`src/rtl/bus_pkg.sv`:
```
// Shared defaults and master identifiers for the CPU main-bus arbiter.
// Modules that take these as parameters may override them per instance.
package bus_pkg;

    localparam int N_MASTERS    = 2;
    localparam int ADDR_W       = 16;
    localparam int DATA_W       = 16;
    localparam int READ_LATENCY = 1;
    localparam int LOCK_MAX     = 16;

    typedef logic [$clog2(N_MASTERS)-1:0] master_id_t;

    localparam master_id_t MASTER_CORE   = master_id_t'(0);
    localparam master_id_t MASTER_LOADER = master_id_t'(1);

endpackage

```
`src/rtl/rr_pick.sv`:
```
// Combinational rotating-priority picker: the first requester at or after
// 'start' (wrapping) wins, returned both one-hot and encoded.
module rr_pick #(
    parameter int N_MASTERS = 2,
    parameter int ID_W      = 1
) (
    input  logic [N_MASTERS-1:0] req,
    input  logic [ID_W-1:0]      start,
    output logic [N_MASTERS-1:0] gnt,
    output logic [ID_W-1:0]      id,
    output logic                 valid
);
    import bus_pkg::*;

    logic [ID_W-1:0] idx_s;
    logic            hit_s;

    // Walk the requesters in rotated order and keep only the first hit.
    always_comb begin
        gnt   = '0;
        id    = '0;
        valid = 1'b0;
        idx_s = '0;
        hit_s = 1'b0;
        for (int off = 0; off < N_MASTERS; off++) begin
            idx_s      = ID_W'((int'(start) + off) % N_MASTERS);
            hit_s      = req[idx_s] & ~valid;
            gnt[idx_s] = hit_s;
            id         = hit_s ? idx_s : id;
            valid      = valid | hit_s;
        end
    end

endmodule

```
`src/rtl/bus_arbiter.sv`:
```
// Round-robin arbiter sharing the CPU main bus between the core and the
// loader/DMA engine, with bounded bus locking and read-data return routing.
module bus_arbiter #(
    parameter int N_MASTERS    = 2,
    parameter int ADDR_W       = 16,
    parameter int DATA_W       = 16,
    parameter int READ_LATENCY = 1,
    parameter int LOCK_MAX     = 16
) (
    input  logic                        i_clk,
    input  logic                        i_reset,
    input  logic [N_MASTERS-1:0]        m_req,
    input  logic [N_MASTERS-1:0]        m_we,
    input  logic [N_MASTERS-1:0]        m_lock,
    input  logic [N_MASTERS*ADDR_W-1:0] m_addr,
    input  logic [N_MASTERS*DATA_W-1:0] m_wdata,
    output logic [N_MASTERS-1:0]        m_gnt,
    output logic [N_MASTERS-1:0]        m_rvalid,
    output logic [DATA_W-1:0]           m_rdata,
    output logic [ADDR_W-1:0]           read_addr,
    input  logic [DATA_W-1:0]           read_data,
    output logic [ADDR_W-1:0]           write_addr,
    output logic [DATA_W-1:0]           write_data,
    output logic                        write_strobe
);
    import bus_pkg::*;

    localparam int ID_W  = (N_MASTERS > 1) ? $clog2(N_MASTERS) : 1;
    localparam int CNT_W = $clog2(LOCK_MAX + 1);

    typedef logic [ID_W-1:0] id_t;
    typedef struct packed {
        logic valid;
        id_t  id;
    } rd_tag_t;

    id_t                  last_gnt_r;
    logic                 owner_vld_r;
    id_t                  owner_id_r;
    logic [CNT_W-1:0]     lock_cnt_r;
    rd_tag_t              rd_pipe_r [READ_LATENCY];
    logic [ADDR_W-1:0]    rd_addr_r;
    logic [ADDR_W-1:0]    wr_addr_r;
    logic [DATA_W-1:0]    wr_data_r;

    id_t                  start_s;
    logic [N_MASTERS-1:0] pick_gnt_s;
    id_t                  pick_id_s;
    logic                 pick_vld_s;
    logic [N_MASTERS-1:0] gnt_s;
    id_t                  gnt_id_s;
    logic                 gnt_vld_s;
    logic [ADDR_W-1:0]    sel_addr_s;
    logic [DATA_W-1:0]    sel_data_s;
    logic                 wr_go_s;
    logic                 rd_go_s;

    assign start_s = (last_gnt_r == id_t'(N_MASTERS - 1)) ? '0 : last_gnt_r + id_t'(1);

    rr_pick #(
        .N_MASTERS (N_MASTERS),
        .ID_W      (ID_W)
    ) u_rr_pick (
        .req   (m_req),
        .start (start_s),
        .gnt   (pick_gnt_s),
        .id    (pick_id_s),
        .valid (pick_vld_s)
    );

    // Grant selection: reset suppresses, a lock owner excludes everyone else.
    always_comb begin
        gnt_s     = '0;
        gnt_id_s  = '0;
        gnt_vld_s = 1'b0;
        if (i_reset) begin
            gnt_vld_s = 1'b0;
        end else if (owner_vld_r) begin
            gnt_vld_s             = m_req[owner_id_r];
            gnt_id_s              = owner_id_r;
            gnt_s[owner_id_r]     = m_req[owner_id_r];
        end else begin
            gnt_vld_s = pick_vld_s;
            gnt_id_s  = pick_id_s;
            gnt_s     = pick_gnt_s;
        end
    end

    assign sel_addr_s   = m_addr[int'(gnt_id_s)*ADDR_W +: ADDR_W];
    assign sel_data_s   = m_wdata[int'(gnt_id_s)*DATA_W +: DATA_W];
    assign wr_go_s      = gnt_vld_s & m_we[gnt_id_s];
    assign rd_go_s      = gnt_vld_s & ~m_we[gnt_id_s];

    assign m_gnt        = gnt_s;
    assign write_strobe = wr_go_s;
    assign write_addr   = wr_go_s ? sel_addr_s : wr_addr_r;
    assign write_data   = wr_go_s ? sel_data_s : wr_data_r;
    assign read_addr    = rd_go_s ? sel_addr_s : rd_addr_r;
    assign m_rdata      = read_data;

    // Arbitration history, lock ownership and bus holding values.
    always_ff @(posedge i_clk) begin
        if (i_reset) begin
            last_gnt_r  <= id_t'(N_MASTERS - 1);
            owner_vld_r <= 1'b0;
            owner_id_r  <= '0;
            lock_cnt_r  <= '0;
            rd_addr_r   <= '0;
            wr_addr_r   <= '0;
            wr_data_r   <= '0;
        end else begin
            if (gnt_vld_s) begin
                last_gnt_r <= gnt_id_s;
            end
            if (wr_go_s) begin
                wr_addr_r <= sel_addr_s;
                wr_data_r <= sel_data_s;
            end
            if (rd_go_s) begin
                rd_addr_r <= sel_addr_s;
            end
            // The owner is always granted when it requests, so a dropped
            // m_lock ends ownership whether or not it was granted this cycle.
            if (owner_vld_r) begin
                if (lock_cnt_r == CNT_W'(LOCK_MAX - 1)) begin
                    owner_vld_r <= 1'b0;
                    lock_cnt_r  <= '0;
                end else if (!m_lock[owner_id_r]) begin
                    owner_vld_r <= 1'b0;
                    lock_cnt_r  <= '0;
                end else begin
                    lock_cnt_r  <= lock_cnt_r + CNT_W'(1);
                end
            end else if (gnt_vld_s && m_lock[gnt_id_s]) begin
                owner_vld_r <= 1'b1;
                owner_id_r  <= gnt_id_s;
                lock_cnt_r  <= '0;
            end
        end
    end

    // Read-return tag pipeline, one stage per cycle of slave latency.
    always_ff @(posedge i_clk) begin
        if (i_reset) begin
            for (int k = 0; k < READ_LATENCY; k++) begin
                rd_pipe_r[k] <= '0;
            end
        end else begin
            rd_pipe_r[0] <= '{valid: rd_go_s, id: gnt_id_s};
            for (int k = 1; k < READ_LATENCY; k++) begin
                rd_pipe_r[k] <= rd_pipe_r[k-1];
            end
        end
    end

    // Return strobe; a read in flight when reset arrives never reports.
    always_comb begin
        m_rvalid = '0;
        if (rd_pipe_r[READ_LATENCY-1].valid && !i_reset) begin
            m_rvalid[rd_pipe_r[READ_LATENCY-1].id] = 1'b1;
        end else begin
            m_rvalid = '0;
        end
    end

endmodule

```
`config.mk`:
```
export PLATFORM = sky130hd
export DESIGN_NAME = bus_arbiter
export DESIGN_NICKNAME = d
export VERILOG_FILES = /design/src/rtl/bus_pkg.sv /design/src/rtl/rr_pick.sv /design/src/rtl/bus_arbiter.sv
export SDC_FILE = /design/constraint.sdc
export NUM_CORES = 1
export LEC_CHECK = 0
export CAP_MARGIN = 20
export CORE_ASPECT_RATIO = 1.4
export CORE_UTILIZATION = 45
export CTS_BUF_LIST = sky130_fd_sc_hd__clkbuf_4 sky130_fd_sc_hd__clkbuf_8
export CTS_CLUSTER_DIAMETER = 80
export DETAILED_ROUTE_END_ITERATION = 10
export PLACE_DENSITY = 0.94
export SYNTH_ARGS = -nofsm -noshare
export SYNTH_HDL_FRONTEND = slang
export SYNTH_HIERARCHICAL = 1
export SYNTH_SLANG_ARGS = --single-unit
```
`constraint.sdc`:
```
create_clock -name i_clk -period 2.68 [get_ports i_clk]
set_clock_uncertainty 0.2 [all_clocks]
set_input_delay 0.402 -clock i_clk [delete_from_list [all_inputs] [get_ports i_clk]]
set_output_delay 0.402 -clock i_clk [all_outputs]
set_load 0.1 [all_outputs]
```
# Word level (Yosys, flattened, before mapping)
# Memory sizes are Yosys's and may differ from the RTL's.
# Cells that the tools add are included.
word_totals:
  out_inout_bits: 69
  wordCells: 89
  ramBits: 2
  n_memories: 1
  inputBits: 88
  register_bits: 56
mem_list:
  columns: ["memory", "depth", "word_bits", "rd", "rd_clocked_by_memory_dff", "write_ports", "line_no", "source"]
  rows:
  - ["rd_pipe_r", 1, 2, 1, 0, 1, "bus_arbiter.sv:41", "rd_tag_t rd_pipe_r [READ_LATENCY];"]
op_classes:
  n_addsub: 3
  n_reduce_logical: 10
  n_mux: 47
  n_eq_ne: 1
  magnitude_cmp: 9
  shifts: 2
  bitwise_logic: 9
ops:
  columns: ["cell", "n"]
  rows:
  - ["32-bit by 6-bit variable part select with 16-bit output", 2]
  - ["16-bit 2-to-1 mux", 3]
  - ["1-bit 2-to-1 mux", 31]
  - ["5-bit 2-to-1 mux", 4]
  - ["1-bit by 2-bit < comparator with 1-bit output (second input constant)", 5]
  - ["2-bit 2-to-1 mux", 4]
  - ["1-bit logical AND", 6]
  - ["5-bit by 1-bit adder with 5-bit output (second input constant)", 1]
  - ["5-bit by 4-bit equality test with 1-bit output (second input constant)", 1]
  - ["2-bit bitwise AND", 2]
  - ["1-bit demux with 1-bit select", 4]
  - ["1-bit greater-or-equal comparator (second input constant)", 4]
  - ["1-bit bitwise AND", 3]
  - ["1-bit inverter", 3]
  - ["1-bit adder (second input constant)", 2]
  - ["2-bit bitwise mux", 1]
  - ["2-bit AND reduction", 1]
  - ["2-bit nonzero test", 1]
  - ["2-bit OR reduction", 1]
  - ["1-bit zero test", 1]
  - ["1-bit OR", 1]

# Longest topological paths before layout
depth:
  depth_word: 14
  ltp_mapped: 9
  depth_no_buf: 7

# By module
# Netlist, hierarchy kept.
by_module_without_submodules:
  columns: ["mod", "instances", "seq_area_each_um2", "area_per_inst_um2", "cells_each"]
  rows:
  - ["bus_arbiter", 1, 1161.1, 3807.4, 366]
  - ["rr_pick", 1, 0.0, 32.5, 5]

# Worst setup path after synthesis
# Ideal clock, no wire load.
synth_path:
  path_kind: "input -> output"
  from: "in m_req[1]"
  to: "out write_data[10]"
  stages: 6
  path_slack_ns: -1.140
  arrival_ns: 3.218
  path_buffers: 1
  required_ns: 2.078
  cell_sequence: "a21boi_1 -> mux2i_4 -> mux2_4 -> nand3_4 -> buf_2 -> mux2i_1"
synth_via:
  elab_chain_len: 11
  elab_cells_between_ends: 20
  classes_between: "shift: 1; mux: 15; bitwise: 4"
synth_rtl:
  columns: ["element", "line_no", "source"]
  rows:
  - ["from (decl)", "bus_arbiter.sv:12", "input logic [N_MASTERS-1:0] m_req,"]
  - ["parallel branches: the longest is 10 deep, another holds 32-bit by 6-bit variable part select with 16-bit output", null, null]
  - ["16-bit 2-to-1 mux *", null, null]
  - ["to (decl)", "bus_arbiter.sv:23", "output logic [DATA_W-1:0] write_data,"]
# Every way passes the cells marked *. The select of a mux whose other input is x is not followed.

# Worst setup path after layout
layout_path:
  from: "reg last_gnt_r"
  to: "out write_addr[1]"
layout_via:
  elab_chain_len: 13
  elab_cells_between_ends: 21
  classes_between: "add/sub: 2; shift: 1; mux: 14; bitwise: 4"
layout_rtl:
  columns: ["element", "line_no", "source"]
  rows:
  - ["from (decl)", "bus_arbiter.sv:37", "id_t last_gnt_r;"]
  - ["from (signal assigned)", "bus_arbiter.sv:104", "last_gnt_r <= id_t'(N_MASTERS - 1);"]
  - ["from (signal assigned)", "bus_arbiter.sv:113", "last_gnt_r <= gnt_id_s;"]
  - ["1-bit adder", "bus_arbiter.sv:58", "assign start_s = (last_gnt_r == id_t'(N_MASTERS - 1)) ? '0 : last_gnt_r + id_t'(1);"]
  - ["1-bit 2-to-1 mux *", "bus_arbiter.sv:58", null]
  - ["net start_s", "bus_arbiter.sv:46", "id_t start_s;"]
  - ["1-bit adder / 1-bit 2-to-1 mux (equally long branches)", "rr_pick.sv:26, rr_pick.sv:27", null]
  - ["1-bit 2-to-1 mux (not written as such)", "rr_pick.sv:27", "hit_s = req[idx_s] & ~valid;"]
  - ["1-bit 2-to-1 mux (not written as such) / 1-bit inverter (equally long branches)", "rr_pick.sv:27", null]
  - ["1-bit bitwise AND", "rr_pick.sv:27", null]
  - ["1-bit 2-to-1 mux *", "rr_pick.sv:29", "id = hit_s ? idx_s : id;"]
  - ["net pick_id_s", "bus_arbiter.sv:48", "id_t pick_id_s;"]
  - ["1-bit 2-to-1 mux *", "bus_arbiter.sv:78", "end else if (owner_vld_r) begin"]
  - ["1-bit 2-to-1 mux *", "bus_arbiter.sv:76", "if (i_reset) begin"]
  - ["parallel branches: the longest is 3 deep, another holds 32-bit by 6-bit variable part select with 16-bit output", null, null]
  - ["16-bit 2-to-1 mux *", null, null]
  - ["to (decl)", "bus_arbiter.sv:22", "output logic [ADDR_W-1:0] write_addr,"]
# Mark *: on every way through the listed nets, which the timed path passes. The select of a mux whose other input is x is not followed.

==> metrics list <==
* Capturing element type of the critical path: output port
* Num rows: 39
* Req. time, crit path: 2.08 ns
- STA puts the critical path data arrival time at 2.33 ns.
- Yosys warnings: 6
* Share of async-settable or async-resettable flops after synthesis: 0
* Clock tree root driver cell: clkbuf_8
* Cells after Synth: 371
- Min cycle time layout: 2.93 ns
- Summed over all cells, the static leakage comes to 2.66 nW.
* Post-synthesis mux area share: 0.304
- Global route total overflow: 0
- At the end of the flow, the number of nets in the layout was 615.
- In this run the tool buffered the top-level ports with 124 buffer cells.
- By count the netlist is led by dfxtp_1 (58), a21oi_1 (52), mux2i_1 (52), a211oi_2 (40), mux2_1 (33).
- Synth Net Count: 461
- For the pin with the worst max-slew slack, the measured transition is 0.870 ns.
- TritonCTS built the clock tree.
- Of the total synthesized cell area, the portion taken by full adders, half adders and majority gates is 0.00652.
- Worst Hold Slack: 0.245 ns
- The cell that appears most often on the critical path is buf_12.
* Headroom to the max-slew limit: 0.420
- The pre-antenna-repair detailed-routing pass consisted of 4 iterations.
* Synth top area cells: dfxtp_1 (30%), mux2i_1 (14%), a211oi_2 (13%)
- For this run, design rule violations remaining after detail routing come to 0.
- In the final layout, the share of cells above drive strength 1 is 0.489.
* Dominant combinational cell family by area after synthesis: multiplexers
- Outcome: finished, violations left
- The number of antenna violations at the first check in global routing was 0.
- Sum of net half-perimeters after detailed placement: 8360 um
- Once layout is done, the placed cells without fillers occupy 0.00668 mm^2.
* Via-to-Cell Ratio: 5.77
- The die covers 0.00891 mm^2.
* Hold WC Path Type: input pin to register
- In this run the standard cell core region covers 0.00820 mm^2.
* Longest individual stage delay on the worst path: 0.36 ns
- The H-tree was split into 3 levels.
- Setup violations remaining at the end of the flow were counted as 48.
* Worst-case clock buffer depth: 2
- Unrepaired setup endpoints after global routing: yes
- Broken down by cell family, the worst path's largest delay share belongs to multiplexers.
* Maximum ir drop on the vdd rail: 0.000459 V
- Vertical die dimension: 111 um
- Post-synth design cell area: 0.00384 mm^2
* Violated checks: setup timing
* Per-cell routed wire length: 20.4 um
- Once detail routing completed, the nets flagged for antenna violations numbered 0.
- In this run the horizontal extent of the chip is 80.1 um.
- Area growth from synthesis to layout: 74.0%
- The share of the Yosys chip area taken by registers is 0.302.
- Number of buffer and inverter instances along the worst setup path: 5
- Clock Sinks: 58
- The compound-gate portion of the synthesized area was 0.239.
- Wirelength, routed: 12900 um
* Simple-gate share of the synthesized area: 0.0459
- At the end of the flow the core is filled with cells to 0.815.
* Top-area cell type share of the netlist area: 0.302
- Sum Neg Setup Slack: -9.95 ns
- The clock reaches the later pin of the worst-skew pair after 0.33 ns.
* Clock slew seen by the registers of the worst setup and hold paths: 0.07 ns
* Worst path setup slack after routing: -0.253 ns
- Leading cell type by number of instances after synthesis: dfxtp_1
- Cell chain of the critical path: inv_2 > inv_2 > a21boi_4 > mux2i_4 > mux2_4 > nand3_4 > buf_12 > buf_12 > mux2_4 > buf_12
* Number of enable-type register cells in the synthesized netlist: 0
- Total placed cells including tap cells: 601
* Starting Density: 0.468
- Dividing the final minimum period by the clock period gives 1.09.
- Of the total synthesized cell area, the portion taken by XOR and XNOR cells is 0.
* Fill cells: 401
- STA classifies the critical path startpoint as a register.
- The via count of the first global-routing pass came to 3930.
* Iteration-0 DRC count of the detailed router: 162
- GRT Overall Usage: 0.284
- In this run the worst path has a maximum fanout of 8.
- Final estimated routing congestion in global placement: 0.816
- Critical Setup Path Class: register to output port
* Global-route wire length before repair: 19500 um
* Final Hold Viols: 0
* Seq cells post-synth: 58
* Via count: 3646
* Post-synthesis average cell area: 10.4 um^2
- In this run the count of I/O pins placed on the die edge is 157.
* Count of inserted antenna diode cells: 0
- Number of distinct standard cells referenced by the synthesized netlist: 38
* Dpl cell area: 0.00608 mm^2
- Maximum number of pins on one net before global-route repair: 59
* Max-Cap Viols: 0
- The largest total area in the synthesized netlist belongs to dfxtp_1.
- The finished layout holds 632 standard cells, fillers aside.
* Most common flop cell mapped by yosys: dfxtp_1
- TritonCTS buffer count: 9
* Timing-limited maximum frequency: 341 MHz
- Number of max-slew violations in the final report: 0
* Total power divided by cell area: 664 mW/mm^2
- The largest individual stage delay along the critical path comes from the cell mux2_4.
stage by stage:
step | setup slack, ns | power [mW]
floorplan | -0.466 | 2.64
global placement | -0.356 | 3.34
detailed placement | -0.449 | 3.40
CTS | -0.243 | 4.39
global route | -0.327 | 4.56
finish | -0.253 | 4.44
cell type report:
cell class              instances  area, um^2  share of cell area
multi-input cells             242        2600               0.389
repair buffers                191        2480               0.371
flip-flops and latches         58        1160               0.174
clock buffers                  11         145              0.0217
well taps                     102         128              0.0191
inverters                      23        86.3              0.0129
clock inverters                 5        77.6              0.0116
cells by family after synthesis:
group | Yosys count
buffers and inverters | 71
AND/OR/NAND/NOR | 25
multiplexers | 104
flip-flops | 58
AO/OA/AOI/OAI | 111
adder cells (fa/ha/maj) | 2
placed cells by master (no fill, tap or decap), types with 2 or more instances in the layout:
cell type	netlist	routed
mux2_1	33	7
mux2i_2	0	5
nor2_1	5	5
nand2b_1	3	3
nand2_1	2	2
nand3b_1	2	2
mux2_2	7	10
clkbuf_8	0	10
a211oi_2	40	40
clkinv_2	0	2
clkdlybuf4s50_1	0	68
buf_4	19	51
a311oi_1	2	2
clkbuf_16	0	2
nand3_1	2	2
and3_1	2	2
a21boi_1	3	2
inv_2	3	5
inv_1	20	18
nand3_4	2	2
dfxtp_2	0	2
bufinv_16	0	2
dfxtp_1	58	56
a21oi_1	52	50
ha_1	2	2
a21oi_2	0	2
buf_12	0	65
mux2i_1	52	32
nor3b_2	1	2
dlygate4sd2_1	0	2
mux2_4	10	33
mux2i_4	2	17
a211oi_1	8	8
power by group:
group          total, mW  switching, mW  internal (mW)
sequential          1.02         0.0620          0.959
clock              0.911          0.354          0.556
combinational       2.51           1.47           1.04
total               4.44           1.89           2.55
sequential cells by signal (all words and copies together) (netlist names):
name and count:
rd_pipe_r 2, last_gnt_r 1, rd_addr_r 16, owner_vld_r 1
wr_addr_r 16, wr_data_r 16, lock_cnt_r 5, owner_id_r 1
worst reg2reg max path: stages (launching register included):
cell and delay [ns]:
dfxtp_2 0.32, inv_2 0.04, inv_2 0.08, a21boi_4 0.07
mux2i_4 0.25, mux2_4 0.36, buf_4 0.27, and2_2 0.27
buf_12 0.18, a211oi_1 0.25
path summary, 6_finish.rpt:
check	to	start	slack, ns	cells past startpoint
max	write_addr[1]	last_gnt_r	-0.25	10
min	last_gnt_r	i_reset	0.25	3
max reg2reg	wr_data_r[0]	last_gnt_r	0.30	9
min reg2reg	lock_cnt_r[3]	lock_cnt_r[3]	0.31	1
layer usage:
layer  track usage  up-vias  wire length, um
li1              -     1659                -
met5             0        -                0
met2         0.525      149             7170
met4         0.155        0              449
met1         0.296     1797             4640
met3        0.0436       41              612
repair_timing:
action / 4_1_cts / 5_1_grt
buffers inserted: 5 / 7
endpoints found under the setup margin: 49 / 49
cloned: 2 / 2
resized for setup: 37 / 13
hold buffers: 0 / 0
pin swaps: 1 / 0
Note: power is estimated with default switching activity, not from simulation.
